**config.mk**
```make
export PLATFORM = sky130hd
export DESIGN_NAME = multicycle_ctrl_flat
export DESIGN_NICKNAME = d
export VERILOG_FILES = /design/src/rtl/rv_ctrl_pkg.sv /design/src/rtl/multicycle_ctrl_if.sv /design/src/rtl/op_class_dec.sv /design/src/rtl/multicycle_ctrl.sv /design/src/flat_wrapper.sv
export SDC_FILE = /design/constraint.sdc
export NUM_CORES = 1
export LEC_CHECK = 0
export BUFFER_PORTS_ARGS = -buffer_cell sky130_fd_sc_hd__buf_2
export CORE_MARGIN = 10
export CORE_UTILIZATION = 58
export DETAILED_ROUTE_END_ITERATION = 16
export GPL_ROUTABILITY_DRIVEN = 1
export PLACE_DENSITY = 0.95
export SYNTH_ARGS = -nofsm -noshare
export SYNTH_HDL_FRONTEND = slang
export SYNTH_SLANG_ARGS = --single-unit
```
**constraint.sdc**
```tcl
create_clock -name clk -period 2.58 [get_ports clk]
set_clock_uncertainty 0.15 [all_clocks]
set_input_delay 0 -clock clk [delete_from_list [all_inputs] [get_ports clk]]
set_output_delay 0 -clock clk [all_outputs]
set_load 0.01 [all_outputs]
```
**src/rtl/rv_ctrl_pkg.sv**
```systemverilog
// rv_ctrl_pkg: shared state, opcode-class, opcode and write-back encodings for the multicycle controller
package rv_ctrl_pkg;
  typedef enum logic [2:0] {
    ST_FETCH  = 3'd0,
    ST_DECODE = 3'd1,
    ST_EXEC   = 3'd2,
    ST_MEM    = 3'd3,
    ST_WB     = 3'd4,
    ST_TRAP   = 3'd5
  } state_t;
  typedef enum logic [2:0] {
    CL_R, CL_I, CL_LOAD, CL_STORE, CL_BRANCH, CL_JAL, CL_JALR, CL_LUI
  } op_class_t;
  localparam logic [6:0] OP_R      = 7'b0110011;
  localparam logic [6:0] OP_I      = 7'b0010011;
  localparam logic [6:0] OP_LOAD   = 7'b0000011;
  localparam logic [6:0] OP_STORE  = 7'b0100011;
  localparam logic [6:0] OP_BRANCH = 7'b1100011;
  localparam logic [6:0] OP_JAL    = 7'b1101111;
  localparam logic [6:0] OP_JALR   = 7'b1100111;
  localparam logic [6:0] OP_LUI    = 7'b0110111;
  localparam logic [1:0] WB_ALU = 2'b00;
  localparam logic [1:0] WB_MEM = 2'b01;
  localparam logic [1:0] WB_PC4 = 2'b10;
endpackage

```
**src/rtl/multicycle_ctrl_if.sv**
```systemverilog
// multicycle_ctrl_if: controller <-> datapath/memory signal bundle
interface multicycle_ctrl_if #(parameter int CNT_W = 32);
  logic [6:0]       opcode;
  logic             branch_taken;
  logic             mem_ready;
  logic             mem_req;
  logic             mem_we;
  logic             addr_sel;
  logic             ir_we;
  logic             pc_we;
  logic             pc_sel;
  logic             immsel;
  logic             alu_src;
  logic             reg_we;
  logic [1:0]       wb_sel;
  logic             trap;
  logic [CNT_W-1:0] instret;
  logic [2:0]       state_o;
  modport master (
    input  opcode, branch_taken, mem_ready,
    output mem_req, mem_we, addr_sel, ir_we, pc_we, pc_sel, immsel, alu_src,
           reg_we, wb_sel, trap, instret, state_o
  );
  modport slave (
    output opcode, branch_taken, mem_ready,
    input  mem_req, mem_we, addr_sel, ir_we, pc_we, pc_sel, immsel, alu_src,
           reg_we, wb_sel, trap, instret, state_o
  );
endinterface

```
**src/rtl/op_class_dec.sv**
```systemverilog
// op_class_dec: maps an RV32 major opcode to its instruction class and flags unknown opcodes
module op_class_dec
  import rv_ctrl_pkg::*;
(
  input  logic [6:0] opcode_i,
  output op_class_t  cls_o,
  output logic       legal_o
);
  // unknown opcodes report class R so they never raise immsel
  always_comb begin
    cls_o   = CL_R;
    legal_o = 1'b1;
    case (opcode_i)
      OP_R:      cls_o = CL_R;
      OP_I:      cls_o = CL_I;
      OP_LOAD:   cls_o = CL_LOAD;
      OP_STORE:  cls_o = CL_STORE;
      OP_BRANCH: cls_o = CL_BRANCH;
      OP_JAL:    cls_o = CL_JAL;
      OP_JALR:   cls_o = CL_JALR;
      OP_LUI:    cls_o = CL_LUI;
      default:   legal_o = 1'b0;
    endcase
  end
endmodule

```
**src/rtl/multicycle_ctrl.sv**
```systemverilog
// multicycle_ctrl: FETCH/DECODE/EXEC/MEM/WB sequencer with memory-wait timeout trap and retire counter
module multicycle_ctrl
  import rv_ctrl_pkg::*;
#(
  parameter int MEM_TIMEOUT = 255,
  parameter int CNT_W       = 32
) (
  input logic              clk,
  input logic              rst_n,
  multicycle_ctrl_if.master bus
);
  localparam int WW = (MEM_TIMEOUT > 0) ? $clog2(MEM_TIMEOUT + 1) : 1;
  localparam logic [WW-1:0] TMO = WW'(MEM_TIMEOUT);
  state_t           state_q, state_d;
  op_class_t        cls_q, dec_cls, cur_cls;
  logic             dec_legal, waiting, timeout, in_op, jump, st_wb;
  logic [WW-1:0]    wait_q, wait_d;
  logic [CNT_W-1:0] instret_q;
  op_class_dec u_dec (.opcode_i(bus.opcode), .cls_o(dec_cls), .legal_o(dec_legal));
  assign cur_cls = (state_q == ST_DECODE) ? dec_cls : cls_q;
  assign in_op   = state_q inside {ST_DECODE, ST_EXEC, ST_MEM, ST_WB};
  assign jump    = cls_q inside {CL_JAL, CL_JALR};
  assign st_wb   = rst_n && state_q == ST_WB;
  assign waiting = (state_q inside {ST_FETCH, ST_MEM}) && !bus.mem_ready;
  assign timeout = waiting && wait_q == TMO;
  assign wait_d  = waiting ? wait_q + 1'b1 : '0;
  assign bus.instret = instret_q;
  assign bus.state_o = state_q;
  // next-state: memory waits trap only when the counter is already at the limit and ready is still low
  always_comb begin
    state_d = state_q;
    case (state_q)
      ST_FETCH:  state_d = bus.mem_ready ? ST_DECODE : timeout ? ST_TRAP : ST_FETCH;
      ST_DECODE: state_d = dec_legal ? ST_EXEC : ST_TRAP;
      ST_EXEC:   state_d = (cls_q == CL_BRANCH) ? ST_FETCH :
                           (cls_q inside {CL_LOAD, CL_STORE}) ? ST_MEM : ST_WB;
      ST_MEM:    state_d = bus.mem_ready ? ((cls_q == CL_STORE) ? ST_FETCH : ST_WB) :
                           timeout ? ST_TRAP : ST_MEM;
      ST_WB:     state_d = ST_FETCH;
      default:   state_d = ST_TRAP;
    endcase
  end
  // control outputs, gated by rst_n so an in-flight access drops the moment reset asserts
  always_comb begin
    bus.mem_req  = rst_n && (state_q inside {ST_FETCH, ST_MEM});
    bus.mem_we   = rst_n && state_q == ST_MEM && cls_q == CL_STORE;
    bus.addr_sel = rst_n && state_q == ST_MEM;
    bus.ir_we    = rst_n && state_q == ST_FETCH && bus.mem_ready;
    bus.pc_we    = rst_n && ((state_q == ST_EXEC && cls_q == CL_BRANCH) ||
                             (state_q == ST_MEM && cls_q == CL_STORE && bus.mem_ready) ||
                             state_q == ST_WB);
    bus.pc_sel   = rst_n && ((state_q == ST_EXEC && cls_q == CL_BRANCH && bus.branch_taken) ||
                             (state_q == ST_WB && jump));
    bus.immsel   = rst_n && in_op && cur_cls != CL_R;
    bus.alu_src  = rst_n && in_op && cur_cls != CL_R && cur_cls != CL_BRANCH;
    bus.reg_we   = st_wb;
    bus.wb_sel   = !st_wb ? WB_ALU : (cls_q == CL_LOAD) ? WB_MEM : jump ? WB_PC4 : WB_ALU;
    bus.trap     = rst_n && state_q == ST_TRAP;
  end
  // state, latched instruction class, wait counter and retire counter
  always_ff @(posedge clk or negedge rst_n)
    if (!rst_n) begin
      state_q   <= ST_FETCH;
      cls_q     <= CL_R;
      wait_q    <= '0;
      instret_q <= '0;
    end else begin
      state_q <= state_d;
      wait_q  <= wait_d;
      if (state_q == ST_DECODE) cls_q <= dec_cls;
      if (bus.pc_we) instret_q <= instret_q + 1'b1;
    end
endmodule

```
**src/flat_wrapper.sv**
```systemverilog
// flat-port wrapper written by rule: the top's interface ports become plain ports
module multicycle_ctrl_flat import rv_ctrl_pkg::*;
#(
  parameter int MEM_TIMEOUT = 255,
  parameter int CNT_W       = 32
)
  (clk, rst_n, bus_opcode, bus_branch_taken, bus_mem_ready, bus_mem_req, bus_mem_we, bus_addr_sel, bus_ir_we, bus_pc_we, bus_pc_sel, bus_immsel, bus_alu_src, bus_reg_we, bus_wb_sel, bus_trap, bus_instret, bus_state_o);
  multicycle_ctrl_if #(.CNT_W(CNT_W)) bus_i ();
  input logic clk;
  input logic rst_n;
  input wire logic [$bits(bus_i.opcode)-1:0] bus_opcode;
  input wire logic [$bits(bus_i.branch_taken)-1:0] bus_branch_taken;
  input wire logic [$bits(bus_i.mem_ready)-1:0] bus_mem_ready;
  output wire logic [$bits(bus_i.mem_req)-1:0] bus_mem_req;
  output wire logic [$bits(bus_i.mem_we)-1:0] bus_mem_we;
  output wire logic [$bits(bus_i.addr_sel)-1:0] bus_addr_sel;
  output wire logic [$bits(bus_i.ir_we)-1:0] bus_ir_we;
  output wire logic [$bits(bus_i.pc_we)-1:0] bus_pc_we;
  output wire logic [$bits(bus_i.pc_sel)-1:0] bus_pc_sel;
  output wire logic [$bits(bus_i.immsel)-1:0] bus_immsel;
  output wire logic [$bits(bus_i.alu_src)-1:0] bus_alu_src;
  output wire logic [$bits(bus_i.reg_we)-1:0] bus_reg_we;
  output wire logic [$bits(bus_i.wb_sel)-1:0] bus_wb_sel;
  output wire logic [$bits(bus_i.trap)-1:0] bus_trap;
  output wire logic [$bits(bus_i.instret)-1:0] bus_instret;
  output wire logic [$bits(bus_i.state_o)-1:0] bus_state_o;
  assign bus_i.opcode = bus_opcode;
  assign bus_i.branch_taken = bus_branch_taken;
  assign bus_i.mem_ready = bus_mem_ready;
  assign bus_mem_req = bus_i.mem_req;
  assign bus_mem_we = bus_i.mem_we;
  assign bus_addr_sel = bus_i.addr_sel;
  assign bus_ir_we = bus_i.ir_we;
  assign bus_pc_we = bus_i.pc_we;
  assign bus_pc_sel = bus_i.pc_sel;
  assign bus_immsel = bus_i.immsel;
  assign bus_alu_src = bus_i.alu_src;
  assign bus_reg_we = bus_i.reg_we;
  assign bus_wb_sel = bus_i.wb_sel;
  assign bus_trap = bus_i.trap;
  assign bus_instret = bus_i.instret;
  assign bus_state_o = bus_i.state_o;
  multicycle_ctrl #(.MEM_TIMEOUT(MEM_TIMEOUT), .CNT_W(CNT_W)) u_core (.clk(clk), .rst_n(rst_n), .bus(bus_i));
endmodule
```
==> After elaboration in Yosys (flattened, before gate mapping) <==
Index checks and enable logic that the tools add are counted.
{ "totals": {"register_bits": 46, "out_inout_bits": 47} }
{ "classes": {"add_sub_neg": 2, "eq_ne": 20, "n_mux": 16, "n_reduce_logical": 30} }
{ "op_table": {"columns": ["cell", "n"], "rows": [
  ["32-bit by 1-bit adder with 32-bit output (second input constant)", 1],
  ["3-bit two-way mux", 9],
  ["7-bit by 6-bit equality test with 1-bit output (second input constant)", 3],
  ["7-bit equality test (second input constant)", 3],
  ["3-bit one-hot mux with 7 select lines", 1],
  ["1-bit logical AND", 19],
  ["3-bit equality test (second input constant)", 5],
  ["3-bit one-hot mux with 5 select lines", 1],
  ["3-bit by 2-bit equality test with 1-bit output (second input constant)", 4],
  ["8-bit by 1-bit adder with 8-bit output (second input constant)", 1],
  ["8-bit equality test (second input constant)", 1],
  ["8-bit two-way mux", 1],
  ["8-bit OR reduction", 1],
  ["7-bit by 2-bit equality test with 1-bit output (second input constant)", 1],
  ["7-bit by 5-bit equality test with 1-bit output (second input constant)", 1],
  ["2-bit two-way mux", 3],
  ["2-bit nonzero test", 3],
  ["4-bit nonzero test", 1],
  ["3-bit by 1-bit equality test with 1-bit output (second input constant)", 1],
  ["3-bit logical NOT", 1],
  ["1-bit logical OR", 3],
  ["3-bit inequality test (second input constant)", 1],
  ["3-bit nonzero test", 1],
  ["1-bit logical NOT", 1],
  ["1-bit two-way mux", 1]
]} }

==> Depth between registers and ports, before layout <==
Gate-level depths: netlist (run 1).
{ "depth": {"ltp_word": 7, "mapped_depth": 7, "depth_no_buf": 6} }

==> By module <==
From an unflattened synthesis (run 1), not the netlist that was laid out.
{ "unflattened": {"hier_cells": 246, "hier_area_um2": 2503.7} }
{ "by_module_without_submodules": {"columns": ["module", "n_inst", "cells_per_inst", "area_per_inst_um2"], "rows": [
  ["multicycle_ctrl", 1, 223, 2347.3],
  ["op_class_dec", 1, 23, 156.4]
]} }

==> Least setup slack after synthesis (run 1) <==
No wires, ideal clock.
{ "synth_path": {"path_kind": "reg2reg", "startpoint": "reg u_core.state_q[0], in the netlist u_core.bus.state_o[0]", "endpoint": "reg u_core.instret_q[29], in the netlist u_core.bus.instret[29]", "arrival_time_ns": 1.566, "required_ns": 2.305, "slack_ns": 0.739, "path_stages_with_launch": 8, "n_path_buf": 2, "cell_sequence": "dfrtp_1 buf_6 nor2_2 nand3_1 a21oi_2 buf_6 nand4_1 xnor2_1"} }
{ "synth_via": {"elab_chain_len": 6, "word_cells_on_any_way": 9} }
{ "synth_lines": {"columns": ["element", "line_no", "rtl"], "rows": [
  ["start: declaration", "multicycle_ctrl.sv:14", "state_t state_q, state_d;"],
  ["start signal: assignment", "multicycle_ctrl.sv:68", "state_q <= state_d;"],
  ["3-bit by 2-bit equality test with 1-bit output", "multicycle_ctrl.sv:50", "(state_q == ST_MEM && cls_q == CL_STORE && bus.mem_ready) ||"],
  ["1-bit logical AND (2 in a row)", "multicycle_ctrl.sv:50", null],
  ["1-bit logical OR", "multicycle_ctrl.sv:49", "bus.pc_we = rst_n && ((state_q == ST_EXEC && cls_q == CL_BRANCH) ||"],
  ["1-bit logical OR (*)", "multicycle_ctrl.sv:50", null],
  ["1-bit logical AND (*)", "multicycle_ctrl.sv:49", null],
  ["end signal: assignment", "multicycle_ctrl.sv:71", "if (bus.pc_we) instret_q <= instret_q + 1'b1;"],
  ["end: declaration", "multicycle_ctrl.sv:18", "logic [CNT_W-1:0] instret_q;"]
]} }
Every way passes the cells marked *; elsewhere a longest branch is shown, timed or not.
A chain may end at the register's enable or synchronous reset.

==> Final worst setup path (run 1) <==
{ "layout_path": {"startpoint": "reg u_core.wait_q[0]", "endpoint": "reg u_core.state_q[1], in the netlist u_core.bus.state_o[1]"} }
{ "layout_via": {"elab_chain_len": 5} }
{ "layout_lines": {"columns": ["element", "line_no", "rtl"], "rows": [
  ["start: declaration", "multicycle_ctrl.sv:17", "logic [WW-1:0] wait_q, wait_d;"],
  ["start signal: assignment", "multicycle_ctrl.sv:69", "wait_q <= wait_d;"],
  ["8-bit equality test", "multicycle_ctrl.sv:25", "assign timeout = waiting && wait_q == TMO;"],
  ["1-bit logical AND", "multicycle_ctrl.sv:25", null],
  ["3-bit two-way mux", "multicycle_ctrl.sv:38", "timeout ? ST_TRAP : ST_MEM;"],
  ["3-bit two-way mux", "multicycle_ctrl.sv:37", "ST_MEM: state_d = bus.mem_ready ? ((cls_q == CL_STORE) ? ST_FETCH : ST_WB) :"],
  ["3-bit one-hot mux with 5 select lines", "multicycle_ctrl.sv:32", "case (state_q)"],
  ["net u_core.state_d[1]", "multicycle_ctrl.sv:14", null]
]} }
The timed path passes the listed nets, and every way through them passes these cells.

==> metrics.yaml, run 1 <==
status: "finished, final reports clean"
swShare: 0.250
p_int_w: 0.000968
syn-cell-area_mm2: 0.00247
crit_chain: "ha_1, nand2_1, nor3_1, or2_2, mux2_2, o2bb2ai_1, dlygate4sd3_1"
slowest_delay_ps: 550
grt_pass1_vias: 2023
coreArea_mm2: 0.00406
clock_latency_ps: 310
hold_violations: 0
max_slew.worst_pin.slew_ps: 596
die_h_um: 85.2
clock-root-buffer: "clkbuf_8"
final_cell_area_mm2: 0.00293
clkTransAtPathRegs_ps: 90
synth_cell_types: 52
ys_seq_area_frac: 0.467
crit_type: "register to register"
synth_edf_count: 0
ioPinCount: 58
drive_gt1_frac: 0.257
p_sw_w: 0.000323
dpl_cell_area_mm2: 0.00278
ys.flop_type: "dfrtp_1"
worst_r2r_endpoint: "u_core.bus.state_o[1]"
cts_resized: 0
avgRoutedWirePerCell_um: 17.2
floorplan.die_area_mm2: 0.00726
worstPathMaxFanout: 4
seqPwrFrac: 0.583
placedCellCount: 339
port_buffers: 57
h-tree-depth: 2
cp-startpoint: "u_core.wait_q[0]"
setup_tns_ps: 0
wl_mm: 6.08
final_net_count: 315
dr.pass1.iters: 4
maxSlewViolCount: 0
cts_tree: "built"
die_w_um: 85.2
multi_input_area_mm2: 0.00123
netlist_instances: 237
ys.warnings.count: 0
n_antenna_cell: 0
regArea_mm2: 0.00115
r2r_slack_ps: 300
synth_top_area_share: 0.467
critPathArrivalTime_ps: 2370
start_util: 0.608
grt-ovfl-total: 0
synthesis.nets: 250
hold_end: "u_core.cls_q[2]"
vias: 2058
dp.final_hpwl_mm: 4.31
area_delta_synth_final_pct: 18.7
rsz0062_at_grt: "false"
cap_viol_max_count: 0
ys_seq_elements: 46
ant_nets: 0
cp-end-kind: "register"
crit_slowest_cell: "dlygate4sd3_1"
fin_crit_ps: 2280
fmax_mhz: 438
leakagePower_nw: 1.42
cts_buffers: 5
grt_usage: 0.166
worst-endpoint-required_ps: 2670
finalSetupViolations: 0
rows: 23
drc_errors: 0
gp_congestion: 0.940
p_total_w: 0.00129
cts.sinks: 46
hold_depth: 4
grt_pass1_wl_mm: 9.98
relSlewSlack: 0.602
fillers: 280
min_path_type: "input port to register"
synth_area_leaders: "dfrtp_1 47%, xnor2_1 12%, nand3_1 4.3%"
vias_per_cell: 5.83
rr_startpoint: "u_core.wait_q[0]"
ys_top_cells_by_count: "46 x dfrtp_1, 33 x xnor2_1, 21 x nand3_1"
cts.path.max_buffers: 2
startpoint_type: "register"
hold_buffers: 6
grt_max_degree: 29
irDropWorstVdd_v: 0.000448
final_util: 0.722
powerDensity_mw_per_mm2: 441
finalCritPeriodShare: 0.886
min_from: "bus_opcode[2]"
yosysMostFrequentCell: "dfrtp_1"
clkPwrFrac: 0.340
yosysTopAreaCell: "dfrtp_1"
p_comb_frac: 0.077
critPathBufInv: 1
layoutNonFillerInstCount: 353
crit_family: "buffers and inverters"
cts_setup_buffers: 0
antenna_found_initial: 0
avgSynthCellArea_um2: 10.4
first_iter_violations: 126
rr_worst_depth: 7
synthArstFlopShare: 1.00
metrics by stage:
stage | hold slack, ps | worst slack (ps)
2_1_floorplan | -446 | 739
3_3_place_gp | -273 | 447
3_5_place_dp | -274 | 375
4_1_cts | 26.8 | 307
5_1_grt | 71.8 | 148
6_report | 32.0 | 295
tightest hold or removal path: cells and delay by family:
kind | cells | cell delay, ps
AO/OA/AOI/OAI | 2 | 260
buffers and inverters | 1 | 130
AND/OR/NAND/NOR | 1 | 50
state kept, by name, indices dropped and copies added (netlist names):
| register | flops |
|---|---|
| u_core.bus.instret | 32 |
| u_core.wait_q | 8 |
| u_core.bus.state_o | 3 |
| u_core.cls_q | 3 |
power by group through the flow:
stage	registers [W]	clock network (W)	logic, W
global route	0.000755	0.000467	0.000112
detailed placement	0.000765	0	0.0000932
floorplan	0.000765	0	0.0000406
global placement	0.000765	0	0.0000894
CTS	0.000751	0.000439	0.0000998
finish	0.000752	0.000439	0.0000992
layout by cell type, fill, tap and decap left out, drive strengths merged, types with 6 or more instances in the layout:
master	synthesis	final
nand4	8	8
and4	6	6
nor2	15	15
clkbuf	2	6
xnor2	33	33
nand2	18	18
and3	7	7
a21oi	7	7
xor2	7	7
dlygate4sd3	0	6
inv	7	7
nand3	22	22
buf	6	60
dfrtp	46	46
worst max path at each step:
| stage | depth (start not counted) | end | slack (ps) |
|---|---|---|---|
| after floorplan | 7 | u_core.bus.instret[29] | 740 |
| after global placement | 5 | u_core.bus.instret[15] | 450 |
| after detailed placement | 5 | u_core.bus.instret[29] | 380 |
| after CTS | 7 | u_core.bus.state_o[1] | 310 |
| after global routing | 5 | u_core.bus.instret[25] | 150 |
| final | 7 | u_core.bus.state_o[1] | 300 |
metal layers:
layer / wire, um / global-route usage
met5: 0 / 0
met4: 108 / 0.0614
met3: 367 / 0.0421
met2: 3080 / 0.279
met1: 2520 / 0.199
cell families after synthesis:
family	share of synthesized area
buf+inv	0.0335
fa+ha+maj	0.0101
mux	0.0132
compound gates	0.0903
flops	0.467
xor+xnor	0.142
simple gates	0.244
area by class of cell:
class	instances	area share
sequential	46	0.393
clock buffer	6	0.0248
tap	50	0.0214
clock inverter	2	0.00470
timing repair buffer	66	0.126
inverter	7	0.00897
multi-input combinational	176	0.421
No activity file was read; power rests on OpenSTA's default activity.
==> run 2: changes to the inputs <==
Settings changed: CELL_PAD_IN_SITES_DETAIL_PLACEMENT set to 1, CELL_PAD_IN_SITES_GLOBAL_PLACEMENT set to 1, CORE_UTILIZATION 58 to 44, REMOVE_ABC_BUFFERS set to 1.
==> run 2 against run 1 <==
Wire length grew 19%. Count of clock-buffer cells in the layout unchanged. Sequential share of layout area down 0.38 points. Largest cell class unchanged.
==> metrics.yaml, run 2 (synthesis results as in run 1) <==
status: "finished, final reports clean"
dr.pass1.iters: 4
start_util: 0.451
vias_per_cell: 5.48
clkPwrFrac: 0.353
p_int_w: 0.000991
startpoint_type: "register"
cts_tree: "built"
grt_pass1_vias: 2248
irDropWorstVdd_v: 0.000394
floorplan.die_area_mm2: 0.00900
vias: 2050
die_w_um: 94.9
clkTransAtPathRegs_ps: 90
cts.sinks: 46
fillers: 655
grt_pass1_wl_mm: 11.9
h-tree-depth: 2
dp.final_hpwl_mm: 5.04
cp-end-kind: "register"
port_buffers: 57
slowest_delay_ps: 560
cts_buffers: 5
wl_met2_mm: 3.73
max_slew.worst_pin.slew_ps: 567
crit_slowest_cell: "dlygate4sd3_1"
min_path_type: "input port to register"
regArea_mm2: 0.00115
multi_input_area_mm2: 0.00123
p_sw_w: 0.000331
cts_resized: 0
ioPinCount: 58
setup_tns_ps: 0
layout.cells.most_common_list: "57 x buf_2, 46 x dfrtp_1, 33 x xnor2_1"
crit_chain: "ha_1, nand2_1, nor3_1, or2_2, mux2_2, o2bb2ai_1, dlygate4sd3_1"
critPathArrivalTime_ps: 2430
hold_ws_ps: 55.5
met3_wirelength_um: 340
drc_errors: 0
gp_congestion: 0.854
clock_latency_ps: 300
drive_gt1_frac: 0.258
powerDensity_mw_per_mm2: 447
rsz0062_at_grt: "false"
ant_nets: 0
fmax_mhz: 427
maxSlewViolCount: 0
leakagePower_nw: 1.42
rows: 27
worstPathMaxFanout: 4
first_iter_violations: 94
clock-root-buffer: "clkbuf_8"
crit_type: "register to register"
area_delta_synth_final_pct: 19.8
fin_crit_ps: 2340
swShare: 0.250
seqPwrFrac: 0.569
worst-endpoint-required_ps: 2670
drt-met1-wl_mm: 3.04
hold_violations: 0
relSlewSlack: 0.622
antenna_found_initial: 0
grt_usage: 0.166
finalCritPeriodShare: 0.908
final_util: 0.540
grt-ovfl-total: 0
cap_viol_max_count: 0
wl_mm: 7.22
grt_max_degree: 46
p_comb_frac: 0.078
cts.path.max_buffers: 2
n_antenna_cell: 0
coreArea_mm2: 0.00547
finalSetupViolations: 0
final_net_count: 314
die_h_um: 94.9
avgRoutedWirePerCell_um: 19.3
highest_layer: "met4"
final_common_cell: "buf_2"
largest_reg_flops: 32
-- run 2: cell types whose count changed in the layout (fill, tap and decap cells not counted) --
cell and delta:
clkbuf_1 -1, buf_4 -1, clkinv_4 -1, clkinvlp_4 +1, clkbuf_8 +1
-- run 2: critical path: cells and delay by family, from the launching register on --
kind,cells,cell delay [ps]
buf+inv,1,560
compound gates,1,110
flops,1,430
fa+ha+maj,1,260
mux,1,270
simple gates,3,510
-- run 2: per-layer routing --
metal  up-vias  GRT usage
met4         0     0.0574
met1      1035      0.201
met3        10     0.0404
met2        38      0.281
met5         -          0
li1        967          -
-- run 2: power by group through the flow --
stage          combinational (W)  sequential (W)  clock (W)
2_1_floorplan          0.0000384        0.000767          0
3_3_place_gp           0.0000909        0.000765          0
3_5_place_dp           0.0000946        0.000767          0
4_1_cts                 0.000102        0.000752   0.000469
5_1_grt                 0.000116        0.000756   0.000500
6_report                0.000103        0.000752   0.000467
-- run 2: final cells by class --
type                    count  share of cell area
well taps                  72              0.0305
clock inverters             2             0.00423
inverters                   7             0.00889
flip-flops and latches     46               0.389
multi-input cells         176               0.417
clock buffers               6              0.0279
repair buffers             65               0.122
-- run 2: stage by stage --
step | cell area (um2) | worst slack (ps) | power, W | instances
after floorplan | 2410 | 654 | 0.000805 | 229
after global placement | 2800 | 526 | 0.000856 | 360
after detailed placement | 2800 | 389 | 0.000861 | 360
after global routing | 2960 | 129 | 0.00137 | 374
after CTS | 2960 | 248 | 0.00132 | 374
final | 2960 | 237 | 0.00132 | 374
-- run 2: repair_timing --
| item | in CTS | in global routing |
|---|---|---|
| hold buffers | 6 | 0 |
| buffers inserted | 0 | 0 |
| endpoints found under the setup margin | 0 | 0 |
| endpoints found under the hold margin | 51 | 0 |
-- run 2: path summary, 6_finish.rpt --
check / from / to / slack [ps] / cells past startpoint
max: u_core.wait_q[0] / u_core.bus.state_o[1] / 240 / 7
min: bus_opcode[2] / u_core.cls_q[2] / 60 / 4
max reg2reg: u_core.wait_q[0] / u_core.bus.state_o[1] / 240 / 7
min reg2reg: u_core.bus.instret[31] / u_core.bus.instret[31] / 330 / 1
max in group asynchronous: rst_n / u_core.cls_q[1] / 1450 / 3
min in group asynchronous: rst_n / u_core.bus.instret[31] / 320 / 3
==> run 3: changes to the inputs <==
Settings changed: CELL_PAD_IN_SITES_DETAIL_PLACEMENT 1 to unset, CELL_PAD_IN_SITES_GLOBAL_PLACEMENT 1 to unset, CORE_UTILIZATION 44 to 58, RECOVER_POWER set to 100.
==> run 3 against run 2 <==
Sequential share of layout area grew 1.2 points. Critical endpoint is now u_core.bus.instret[30]. Global-route usage is 0.67 points higher. Register-to-register slack worse by 50 ps. Total power up 4.8%.
==> metrics.yaml, run 3 (synthesis results as in run 1) <==
clock-root-buffer: "clkbuf_8"
start_util: 0.608
dp.final_hpwl_mm: 4.39
layout.cells.most_common_list: "46 x clkbuf_1, 46 x dfrtp_1, 33 x xnor2_1"
drc_errors: 0
fin_ws_ps: 192
port_buffers: 57
grt-ovfl-total: 0
met3_wirelength_um: 363
fmax_mhz: 419
cp-startpoint: "u_core.bus.state_o[2]"
setup_tns_ps: 0
grt_usage: 0.173
crit_chain: "nand4b_1, a2bb2oi_1, a21boi_2, nand3_1, xnor2_1"
hold_violations: 0
cts_tree: "built"
crit_type: "register to register"
highest_layer: "met4"
clock_latency_ps: 300
area_delta_synth_final_pct: 16.2
die_h_um: 85.2
irDropWorstVdd_v: 0.000282
critPathArrivalTime_ps: 2450
rows: 23
place_ws_ps: 293
drive_gt1_frac: 0.0997
dr.pass1.iters: 5
worst-endpoint-required_ps: 2640
floorplan.die_area_mm2: 0.00726
relSlewSlack: 0.284
cts.path.max_buffers: 2
wl_mm: 6.10
final_net_count: 313
crit_slowest_cell: "a21boi_2"
rr_startpoint: "u_core.bus.state_o[2]"
die_w_um: 85.2
max_slew.worst_pin.slew_ps: 1070
largest_reg_flops: 32
critPathBufInv: 0
ant_nets: 0
min_path_type: "input port to register"
ioPinCount: 58
cp-end-kind: "register"
vias_per_cell: 5.83
vias: 2051
finalCritPeriodShare: 0.926
min_from: "bus_opcode[2]"
cts.sinks: 46
finalSetupViolations: 0
cts_resized: 0
first_iter_violations: 163
grt_max_degree: 46
clkTransAtPathRegs_ps: 80
gp_congestion: 0.929
fillers: 291
grt_pass1_vias: 2174
fin_crit_ps: 2390
status: "finished, final reports clean"
cts_buffers: 5
drt-met1-wl_mm: 2.53
startpoint_type: "register"
avgRoutedWirePerCell_um: 17.3
wl_met2_mm: 3.04
antenna_found_initial: 1
crit_family: "compound AO/OA/AOI/OAI gates"
maxSlewViolCount: 0
coreArea_mm2: 0.00406
worstPathMaxFanout: 15
leakagePower_nw: 1.23
slowest_delay_ps: 600
cts_setup_buffers: 0
powerDensity_mw_per_mm2: 483
cap_viol_max_count: 0
grt_pass1_wl_mm: 10.5
rsz0062_at_grt: "false"
h-tree-depth: 2
## run 3: timing repair
action                                  CTS  global route
hold endpoints to repair                 51             0
hold buffers                              6             0
endpoints found under the setup margin    0             0
## run 3: power by group
| group | internal, W | leakage, nW | switching, W |
|---|---|---|---|
| Sequential | 0.000732 | 0.630 | 0.0000196 |
| Clock | 0.000289 | 0.0514 | 0.000251 |
| Combinational | 0.0000384 | 0.549 | 0.0000552 |
| Total | 0.00106 | 1.23 | 0.000326 |
## run 3: area by class of cell
class | instances | area, um2 | share of cell area
Timing Repair Buffer | 64 | 294 | 0.103
Clock buffer | 6 | 72.6 | 0.0253
Antenna cell | 1 | 2.50 | 0.000873
Inverter | 7 | 26.3 | 0.00917
Tap cell | 50 | 62.6 | 0.0218
Clock inverter | 2 | 37.5 | 0.0131
Multi-Input combinational cell | 176 | 1220 | 0.426
Sequential cell | 46 | 1150 | 0.402
## run 3: layer usage
metal	track usage	up-vias
li1	-	965
met1	0.200	1003
met2	0.281	69
met3	0.0440	14
met4	0.100	0
met5	0	-
## run 3: path summary, 6_finish.rpt
kind,to,slack [ps],cells after the start
setup / recovery,u_core.bus.instret[30],190,5
hold / removal,u_core.cls_q[2],20,4
setup reg to reg,u_core.bus.instret[30],190,5
hold reg to reg,u_core.bus.instret[31],330,1
max in group asynchronous,u_core.bus.instret[31],1100,3
min in group asynchronous,u_core.bus.instret[1],530,3
## run 3: stage by stage
step	utilization	hold WS [ps]	instance area, um2	cells	total power, W
floorplan	-	-446	2410	229	0.000805
global placement	0.682	-302	2770	337	0.000853
detailed placement	0.682	-301	2770	337	0.000859
CTS	0.724	11.6	2940	351	0.00139
global route	0.706	59.8	2870	352	0.00144
finish	0.706	21.9	2870	352	0.00139
## run 3: worst register-to-register path: stages (launching register included)
cell,delay (ps)
dfrtp_1,550
nand4b_1,340
a2bb2oi_1,230
a21boi_2,600
nand3_1,210
xnor2_1,220
